<file path="src/rtl/fpu_pkg.sv">
// Shared definitions for the FPU operand loader: word geometry, loader state and status.
// Exponent geometry matches the operand format: 1 sign bit, EXP_W exponent bits, MAN_W mantissa bits.
package fpu_pkg;

  localparam int WORD_W      = 32;
  localparam int EXP_W       = 10;
  localparam int MAN_W       = 21;
  localparam int BIAS        = 511;
  localparam int FRAME_BYTES = 8;

  typedef enum logic {
    LOAD = 1'b0,
    HOLD = 1'b1
  } loader_state_e;

  // Observable loader status; the top drives its handshake outputs from this.
  typedef struct packed {
    loader_state_e state;
    logic          ready;
    logic          start;
  } status_t;

  function automatic logic exp_is_zero(input logic [WORD_W-1:0] w);
    return (w[MAN_W +: EXP_W] == '0);
  endfunction

endpackage

</file>
<file path="src/rtl/fpu_op_flush.sv">
// Combinational zero-exponent flush for one operand; active only when FPU_LOADER_FLUSH_EN is defined,
// otherwise a pass-through with flushed_o tied low.
module fpu_op_flush
  import fpu_pkg::*;
(
  input  logic [WORD_W-1:0] op_i,
  output logic [WORD_W-1:0] op_o,
  output logic              flushed_o
);

`ifdef FPU_LOADER_FLUSH_EN
  always_comb begin
    flushed_o = exp_is_zero(op_i);
    op_o      = flushed_o ? '0 : op_i;
  end
`else
  assign op_o      = op_i;
  assign flushed_o = 1'b0;
`endif

endmodule

</file>
<file path="src/rtl/fpu_op_loader.sv">
// Assembles 8-byte frames (A then B, MSB first) and presents them to the FPU for a fixed hold window.
// Optional zero-exponent flush is enabled by defining FPU_LOADER_FLUSH_EN.
module fpu_op_loader
  import fpu_pkg::*;
#(
  parameter int HOLD_CYCLES    = 10,
  parameter int TIMEOUT_CYCLES = 64
) (
  input  logic              clock_100Khz,
  input  logic              reset,
  input  logic [7:0]        in_data,
  input  logic              in_valid,
  output logic              in_ready,
  output logic [WORD_W-1:0] Op_A_out,
  output logic [WORD_W-1:0] Op_B_out,
  output logic              op_start,
  output logic              op_busy,
  output logic              frame_err,
  output logic              flush_out
);

  localparam int HOLD_W = (HOLD_CYCLES > 1) ? $clog2(HOLD_CYCLES) : 1;
  localparam int IDLE_W = $clog2(TIMEOUT_CYCLES);
  localparam int SHAD_W = 8 * (FRAME_BYTES - 1);

  loader_state_e     state_q, state_d;
  status_t           status;
  logic [2:0]        byte_cnt_q, byte_cnt_d;
  logic [IDLE_W-1:0] idle_cnt_q, idle_cnt_d;
  logic [HOLD_W-1:0] hold_cnt_q, hold_cnt_d;
  logic [SHAD_W-1:0] shadow_q, shadow_d;
  logic [WORD_W-1:0] op_a_q, op_a_d, op_b_q, op_b_d;
  logic              flush_q, flush_d;
  logic              frame_err_q, frame_err_d;

  logic                  accept, frame_full, hold_done, timeout;
  logic [2*WORD_W-1:0]   frame_word;
  logic [WORD_W-1:0]     op_a_fl, op_b_fl;
  logic                  a_flushed, b_flushed;

  // The last byte bypasses the shadow so the pair is presented the very next cycle.
  assign frame_word = {shadow_q, in_data};
  assign accept     = in_valid && status.ready;
  assign frame_full = accept && (byte_cnt_q == 3'(FRAME_BYTES - 1));
  assign hold_done  = (state_q == HOLD) && (hold_cnt_q == HOLD_W'(HOLD_CYCLES - 1));
  assign timeout    = (state_q == LOAD) && (byte_cnt_q != '0) && !accept &&
                      (idle_cnt_q == IDLE_W'(TIMEOUT_CYCLES - 1));

  fpu_op_flush u_flush_a (
    .op_i      (frame_word[2*WORD_W-1:WORD_W]),
    .op_o      (op_a_fl),
    .flushed_o (a_flushed)
  );

  fpu_op_flush u_flush_b (
    .op_i      (frame_word[WORD_W-1:0]),
    .op_o      (op_b_fl),
    .flushed_o (b_flushed)
  );

  always_ff @(posedge clock_100Khz) begin
    if (reset) state_q <= LOAD;
    else       state_q <= state_d;
  end

  always_comb begin
    state_d = state_q;
    case (state_q)
      LOAD:    if (frame_full) state_d = HOLD;
      HOLD:    if (hold_done)  state_d = LOAD;
      default: state_d = LOAD;
    endcase
  end

  // Handshake: in_valid/in_ready transfer a byte on any cycle where both are high; in_ready never
  // depends on in_valid and is forced low while reset is asserted.
  always_comb begin
    status.state = state_q;
    status.ready = (state_q == LOAD) && !reset;
    status.start = (state_q == HOLD) && (hold_cnt_q == '0);
  end

  assign in_ready  = status.ready;
  assign op_start  = status.start;
  assign op_busy   = (status.state == HOLD);
  assign Op_A_out  = op_a_q;
  assign Op_B_out  = op_b_q;
  assign flush_out = flush_q;
  assign frame_err = frame_err_q;

  always_comb begin
    byte_cnt_d  = byte_cnt_q;
    idle_cnt_d  = idle_cnt_q;
    hold_cnt_d  = '0;
    shadow_d    = shadow_q;
    op_a_d      = op_a_q;
    op_b_d      = op_b_q;
    flush_d     = flush_q;
    frame_err_d = 1'b0;

    if ((state_q == HOLD) && !hold_done) hold_cnt_d = hold_cnt_q + 1'b1;

    if (accept) begin
      idle_cnt_d = '0;
      if (frame_full) begin
        byte_cnt_d = '0;
        shadow_d   = '0;
        op_a_d     = op_a_fl;
        op_b_d     = op_b_fl;
        flush_d    = a_flushed || b_flushed;
      end else begin
        byte_cnt_d = byte_cnt_q + 1'b1;
        shadow_d   = {shadow_q[SHAD_W-9:0], in_data};
      end
    end else if ((state_q == LOAD) && (byte_cnt_q != '0)) begin
      if (timeout) begin
        byte_cnt_d  = '0;
        idle_cnt_d  = '0;
        shadow_d    = '0;
        frame_err_d = 1'b1;
      end else begin
        idle_cnt_d = idle_cnt_q + 1'b1;
      end
    end else begin
      idle_cnt_d = '0;
    end
  end

  always_ff @(posedge clock_100Khz) begin
    if (reset) begin
      byte_cnt_q  <= '0;
      idle_cnt_q  <= '0;
      hold_cnt_q  <= '0;
      shadow_q    <= '0;
      op_a_q      <= '0;
      op_b_q      <= '0;
      flush_q     <= 1'b0;
      frame_err_q <= 1'b0;
    end else begin
      byte_cnt_q  <= byte_cnt_d;
      idle_cnt_q  <= idle_cnt_d;
      hold_cnt_q  <= hold_cnt_d;
      shadow_q    <= shadow_d;
      op_a_q      <= op_a_d;
      op_b_q      <= op_b_d;
      flush_q     <= flush_d;
      frame_err_q <= frame_err_d;
    end
  end

endmodule

</file>
<file path="config.mk">
export PLATFORM = sky130hd
export DESIGN_NAME = fpu_op_loader
export DESIGN_NICKNAME = d
export VERILOG_FILES = /design/src/rtl/fpu_pkg.sv /design/src/rtl/fpu_op_flush.sv /design/src/rtl/fpu_op_loader.sv
export SDC_FILE = /design/constraint.sdc
export NUM_CORES = 1
export LEC_CHECK = 0
export ABC_AREA = 1
export BUFFER_PORTS_ARGS = -buffer_cell sky130_fd_sc_hd__buf_2
export CORE_AREA = 2 2 115 117
export DETAILED_ROUTE_END_ITERATION = 10
export DIE_AREA = 0 0 117 119
export PLACE_DENSITY = 0.68
export SETUP_SLACK_MARGIN = 0.1
export SLEW_MARGIN = 20
export SYNTH_ARGS = -nofsm -noshare
export SYNTH_HDL_FRONTEND = slang
export SYNTH_SLANG_ARGS = --single-unit
</file>
<file path="constraint.sdc">
create_clock -name clock_100Khz -period 1.78 [get_ports clock_100Khz]
set_clock_uncertainty 0.2 [all_clocks]
set_input_delay 0.267 -clock clock_100Khz [delete_from_list [all_inputs] [get_ports clock_100Khz]]
set_output_delay 0.267 -clock clock_100Khz [all_outputs]
set_load 0.005 [all_outputs]
</file>
==> out/results.md, run 1 <==
STA
* **Period minus WS final** 1728 ps
* **fraction of the cycle the final worst path needs** 97.05%
* **highest achievable clock rate** 578.9 MHz
* **post-route setup slack** 52.44 ps
* **final hold violation count** 0
* **final setup violating endpoints** 0
* **number of max-slew violations in the final report** 0
* **Min Hold Slack** 116.7 ps
* **setup repair after global routing missed its margin** true

Floorplanning
* **total die area** 13,920 sq um
* **Starting Density** 38.89%
* **count of standard-cell rows** 42
* **number of ports placed on the die boundary** 80
* **x dimension of the die** 117 um
* **Die Y-Extent** 119 um
* **Std-Cell Core Area** 12,870 sq um

Synth
* **FF+latch count, synth** 135
* **Synth Instances** 620
* **portion of synthesized cell area occupied by the leading cell type** 53.97%
* **synthesis warning total** 0
* **post-synthesis cell area** 5007 sq um
* **count of distinct cell types in the synthesized netlist** 21
* **sequential-to-total area share from yosys stat** 53.97%
* **cell taking the most area after synthesis** dfxtp_1
* **synthesized area divided by synthesized cell count** 8.076 sq um
* **net count of the mapped netlist** 638
* **largest cells by area after synthesis** dfxtp_1, a21oi_1, nand3_1

Route
* **total wire length after detailed routing** 13.00 mm
* **Pre-antenna DRT Iters** 5
* **total vias in the final route** 4,601
* **routed wirelength normalized by instance count** 14.62 um
* **remaining routing DRC violations** 0
* **remaining antenna violation count after routing** 0
* **Initial DRC Count** 301
* **Vias per Instance** 5.175

Placed design
* **worst setup slack before clock tree synthesis** 44.17 ps
* **PortBufs** 78
* **Inst Count DP** 835
* **HPWL after detailed placement** 7.440 mm
* **gp weighted congestion** 0.7634

GRT
* **number of global-route vias before repair** 4,078
* **gr ovfl total** 0
* **global-route usage over all layers** 17.47%
* **pin count of the biggest net entering global routing** 107
* **antenna violations before repair** 0
* **first-pass GRT wire length** 19.32 mm

Critical path
* **required time of the critical path** 1310 ps
* **Setup crit end kind** output pin
* **Worst Path Max Fanout** 3
* **Crit Reg-Reg Startpoint** idle_cnt_q[0]$_SDFF_PP0_
* **Crit. Startpoint** hold_cnt_q[1]$_SDFF_PP0_
* **Arr. time, crit path** 1260 ps
* **critical setup path kind** reg -> out
* **startpoint types** flip-flop

Clock network
* **Clock Pin Slew Worst Setup and Hold Paths** 50 ps
* **clock latency reported for the late side of the worst-skew pair** 410 ps
* **Clock Path Buffers** 2
* **TritonCTS clock tree** built
* **CTS H-tree lvls** 4
* **Clk Tree Root Cell** clkbuf_16
* **clock sink total** 135
* **Num CTS Buffers** 17

Final layout
* **FF+latch area** 2711 sq um
* **synth-to-layout area growth** 30.38%
* **number of standard cells in the layout, taps in and fillers out** 889
* **number of antenna repair diodes** 0
* **Total Nets Final** 719
* **layout filler cell count** 1,231
* **multi-input combinational cell area** 2069 sq um
* **layout cells sized above 1** 22.30%

Power
* **leakage power figure** 2.477 nW
* **worst-case vdd ir drop** 0.0004953 V
* **total power per unit cell area** 976.8 nW/um^2

Status
* **run status** finished clean

Hold path
* **class of the most critical hold timing path** in -> reg
* **worst hold start** reset

Flow run
* **max-cap violation count** 0

## metrics by stage
step	cell area (sq um)	TNS, ps	util [%]	total power, mW
final	6529	0	50.71	6.378
after global routing	6529	-158.1	50.71	6.607
after CTS	6196	0	48.12	6.396
after detailed placement	5568	0	43.25	3.309
after global placement	5568	0	43.25	3.305
after floorplan	5007	0	-	3.253
## critical path, stage by stage (launching register included)
cell	delay [ps]
dfxtp_2	330
inv_2	80
ha_4	130
nand2_2	40
nor3_2	140
buf_2	130
## routing by layer
| metal | vias up | GRT usage, % | share of wire, % | wire, um |
|---|---|---|---|---|
| li1 | 2257 | - | - | - |
| met1 | 2157 | 21.85 | 43 | 5578 |
| met2 | 161 | 28.03 | 49 | 6321 |
| met3 | 26 | 4.784 | 6.1 | 789 |
| met4 | 0 | 7.574 | 2.4 | 306 |
| met5 | - | 0 | 0 | 0 |
## where the power goes
| group | leakage, nW | total [mW] | switching [mW] | internal [mW] |
|---|---|---|---|---|
| Clock | 0.263 | 3.08 | 1.21 | 1.87 |
| Sequential | 1.09 | 3.05 | 0.0150 | 3.04 |
| Combinational | 1.12 | 0.242 | 0.152 | 0.0907 |
## cell type report
cell class | count | area share, %
clock buffers | 23 | 7.321
clock inverters | 8 | 0.7666
inverters | 14 | 0.8049
multi-input cells | 417 | 31.70
flip-flops and latches | 135 | 41.53
well taps | 176 | 3.373
repair buffers | 116 | 14.51
## flip-flops by register name, indices dropped and copies added (netlist names)
| signal | flops |
|---|---|
| Op_A_out | 32 |
| shadow_q | 56 |
| Op_B_out | 32 |
| frame_err | 1 |
| op_busy | 1 |
| idle_cnt_q | 6 |
| byte_cnt_q | 3 |
| hold_cnt_q | 4 |
## cells in the final DEF, fill, tap and decap left out, types with 3 or more instances in the layout
master	netlist	layout
nand2_1	134	132
dfxtp_1	135	130
nand3_1	126	124
a21oi_1	126	124
buf_2	12	77
clkbuf_16	0	24
inv_1	13	11
buf_4	10	11
nor2_1	10	9
dlygate4sd3_1	0	8
buf_12	0	8
clkinv_2	0	5
ha_1	7	4
dfxtp_2	0	4
inv_2	1	3
nor2_4	2	3
clkbuf_1	26	3
clkbuf_8	0	3
buf_6	1	3
## path summary, 6_finish.rpt
path / depth (start not counted) / slack, ps / to
hold / removal: 3 / 120 / shadow_q[0]$_SDFFE_PP0P_
setup / recovery: 5 / 50 / op_start
setup reg to reg: 7 / 80 / shadow_q[21]$_SDFFE_PP0P_
hold reg to reg: 1 / 230 / idle_cnt_q[0]$_SDFF_PP0_
## timing repair
action | in CTS | in global routing
endpoints found under the hold margin | 16 | 0
setup buffers | 0 | 6
resized for setup | 7 | 20
cloned | 0 | 9
hold buffers | 8 | 0
pin swaps | 0 | 6
setup endpoints to repair | 85 | 122
## synth_stat cells
master / instances
dfxtp_1: 135
nand2_1: 134
a21oi_1: 126
nand3_1: 126
clkbuf_1: 26
inv_1: 13
buf_2: 12
buf_4: 10
nor2_1: 10
ha_1: 7
buf_1: 5
nor3_1: 4
nand4_1: 2
nor2_4: 2
xnor2_1: 2
buf_6: 1
conb_1: 1
inv_2: 1
nand2_4: 1
nand3b_1: 1
o21ai_0: 1
## cells by family after synthesis
kind of cell | count (synthesis) | synth area share [%]
other | 1 | 0.07489
buffers and inverters | 68 | 6.297
flip-flops | 135 | 53.97
AO/OA/AOI/OAI | 127 | 12.69
adder cells (fa/ha/maj) | 7 | 1.749
AND/OR/NAND/NOR | 280 | 24.86
XOR/XNOR | 2 | 0.3499
(Power assumes the default switching activity.)
==> inputs of run 2 (changes only) <==
--- a/config.mk
+++ b/config.mk
@@ -10,6 +10,7 @@
 export CORE_AREA = 2 2 115 117
 export DETAILED_ROUTE_END_ITERATION = 10
 export DIE_AREA = 0 0 117 119
+export MAX_ROUTING_LAYER = met4
 export PLACE_DENSITY = 0.68
 export SETUP_SLACK_MARGIN = 0.1
 export SLEW_MARGIN = 20
==> constraint.sdc (replaced) <==
create_clock -name clock_100Khz -period 1.78 [get_ports clock_100Khz]
set_clock_uncertainty 0.2 [all_clocks]
set_input_delay 0.267 -clock clock_100Khz [delete_from_list [all_inputs] [get_ports clock_100Khz]]
set_output_delay 0.267 -clock clock_100Khz [all_outputs]
set_load 0.01 [all_outputs]
==> out/results.md, run 2 (same netlist as run 1, synthesis figures left out) <==
Route
* **Vias per Instance** 5.142
* **remaining antenna violation count after routing** 0
* **routed wirelength normalized by instance count** 14.56 um
* **remaining routing DRC violations** 0
* **Pre-antenna DRT Iters** 6
* **Initial DRC Count** 295
* **total wire length after detailed routing** 12.93 mm
* **total vias in the final route** 4,566

Clock network
* **Clock Path Buffers** 2
* **clock sink total** 135
* **clock latency reported for the late side of the worst-skew pair** 410 ps
* **TritonCTS clock tree** built
* **Clk Tree Root Cell** clkbuf_16
* **Num CTS Buffers** 17
* **CTS H-tree lvls** 4
* **Clock Pin Slew Worst Setup and Hold Paths** 50 ps

Critical path
* **Arr. time, crit path** 1280 ps
* **worst path buffer plus inverter count** 2
* **startpoint types** flip-flop
* **required time of the critical path** 1310 ps
* **delay of the slowest critical-path stage** 330 ps
* **Top Family by Delay on Critical Path** flip-flops
* **worst reg-to-reg path cell count** 7
* **instance count on the critical path** 5
* **Setup crit end kind** output pin
* **Worst Path Max Fanout** 3
* **worst-path cell with the longest stage delay** dfxtp_2
* **critical setup path kind** reg -> out
* **cell chain of the critical path** inv_2, ha_4, nand2_2, nor3_2, buf_2

Final layout
* **most frequent standard cell in the layout excluding fill and tap cells** nand2_1
* **synth-to-layout area growth** 30.28%
* **final design utilization** 50.67%
* **layout cells sized above 1** 22.33%
* **number of standard cells in the layout, taps in and fillers out** 888
* **number of antenna repair diodes** 0
* **Most flops, register** shadow_q
* **flip-flop count of the largest register, all copies and words added** 56
* **leading cell types in the layout, fill and taps excluded** nand2_1, dfxtp_1, nand3_1, a21oi_1, buf_2
* **Total Nets Final** 718

Power
* **worst-case vdd ir drop** 0.0004954 V
* **share of total power in sequential cells** 47.9%
* **Cell Int Power** 5.000 mW
* **power spent charging and discharging nets** 1.379 mW
* **total power per unit cell area** 977.8 nW/um^2
* **switching share of power** 21.62%
* **leakage power figure** 2.473 nW
* **Power, Total** 6.379 mW
* **share of power burned in the clock network** 48.3%
* **Combinational Power Share** 3.8%

GRT
* **number of global-route vias before repair** 4,058
* **first-pass GRT wire length** 19.32 mm
* **global-route usage over all layers** 17.99%
* **pin count of the biggest net entering global routing** 107
* **antenna violations before repair** 0
* **gr ovfl total** 0

Placed design
* **worst setup slack before clock tree synthesis** 44.17 ps
* **Inst Count DP** 835
* **PortBufs** 78
* **gp weighted congestion** 0.7735
* **HPWL after detailed placement** 7.440 mm

Flow run
* **max-cap violation count** 0

STA
* **post-route setup slack** 36.29 ps
* **fraction of the cycle the final worst path needs** 97.96%
* **final setup violating endpoints** 0
* **Total Negative Setup Slacks** 0 ps
* **setup repair after global routing missed its margin** true
* **highest achievable clock rate** 573.5 MHz
* **number of max-slew violations in the final report** 0
* **Period minus WS final** 1744 ps
* **final hold violation count** 0

Floorplanning
* **number of ports placed on the die boundary** 80
* **x dimension of the die** 117 um
* **Starting Density** 38.89%
* **count of standard-cell rows** 42
* **total die area** 13,920 sq um
* **Std-Cell Core Area** 12,870 sq um
* **Die Y-Extent** 119 um

Status
* **run status** finished clean

Hold path
* **Worst Hold Path Cells** 3
* **class of the most critical hold timing path** in -> reg

==> run 2: routing by layer <==
layer / global-route usage [%] / up-vias / share of wire, %
met5: - / - / 0
met4: 6.985 / 0 / 1.7
met3: 4.733 / 18 / 7.0
met2: 28.32 / 161 / 48
met1: 21.98 / 2138 / 43
li1: - / 2249 / -
==> run 2: worst paths after layout <==
| path | start | slack, ps | end |
|---|---|---|---|
| max | hold_cnt_q[1]$_SDFF_PP0_ | 40 | op_start |
| min | reset | 120 | shadow_q[0]$_SDFFE_PP0P_ |
| max reg2reg | byte_cnt_q[0]$_SDFFE_PP0P_ | 110 | shadow_q[52]$_SDFFE_PP0P_ |
| min reg2reg | idle_cnt_q[0]$_SDFF_PP0_ | 230 | idle_cnt_q[0]$_SDFF_PP0_ |
==> run 2: per-stage QoR <==
step                cell area (sq um)  hold WS [ps]
floorplan                        5007         214.4
global placement                 5568         228.5
detailed placement               5568         251.4
CTS                              6187         114.3
global route                     6524         126.9
finish                           6524         117.8
==> run 2: power by group through the flow <==
stage / sequential (mW) / combinational [mW] / clock (mW)
2_1_floorplan: 3.11 / 0.140 / 0
3_3_place_gp: 3.12 / 0.188 / 0
3_5_place_dp: 3.12 / 0.191 / 0
4_1_cts: 3.05 / 0.205 / 3.14
5_1_grt: 3.05 / 0.266 / 3.29
6_report: 3.05 / 0.244 / 3.08
==> run 2: tightest hold or removal path, delay by kind of cell <==
family                 cells  cell delay, ps
AOI/OAI and AO/OA          1              40
buffers and inverters      2             370
==> run 2: area by class of cell <==
class / count / area [sq um]
multi-input cells: 417 / 2072
well taps: 176 / 220.2
fillers: 1232 / 6351
clock inverters: 8 / 50.05
clock buffers: 23 / 478.0
repair buffers: 115 / 939.7
flip-flops and latches: 135 / 2711
inverters: 14 / 52.55
==> run 2: repair_timing <==
item / 4_1_cts / 5_1_grt
setup endpoints to repair: 85 / 125
buffers inserted: 0 / 5
resized for setup: 5 / 23
pin swaps: 0 / 6
hold buffers: 8 / 0
hold endpoints to repair: 16 / 0
gates cloned: 0 / 9
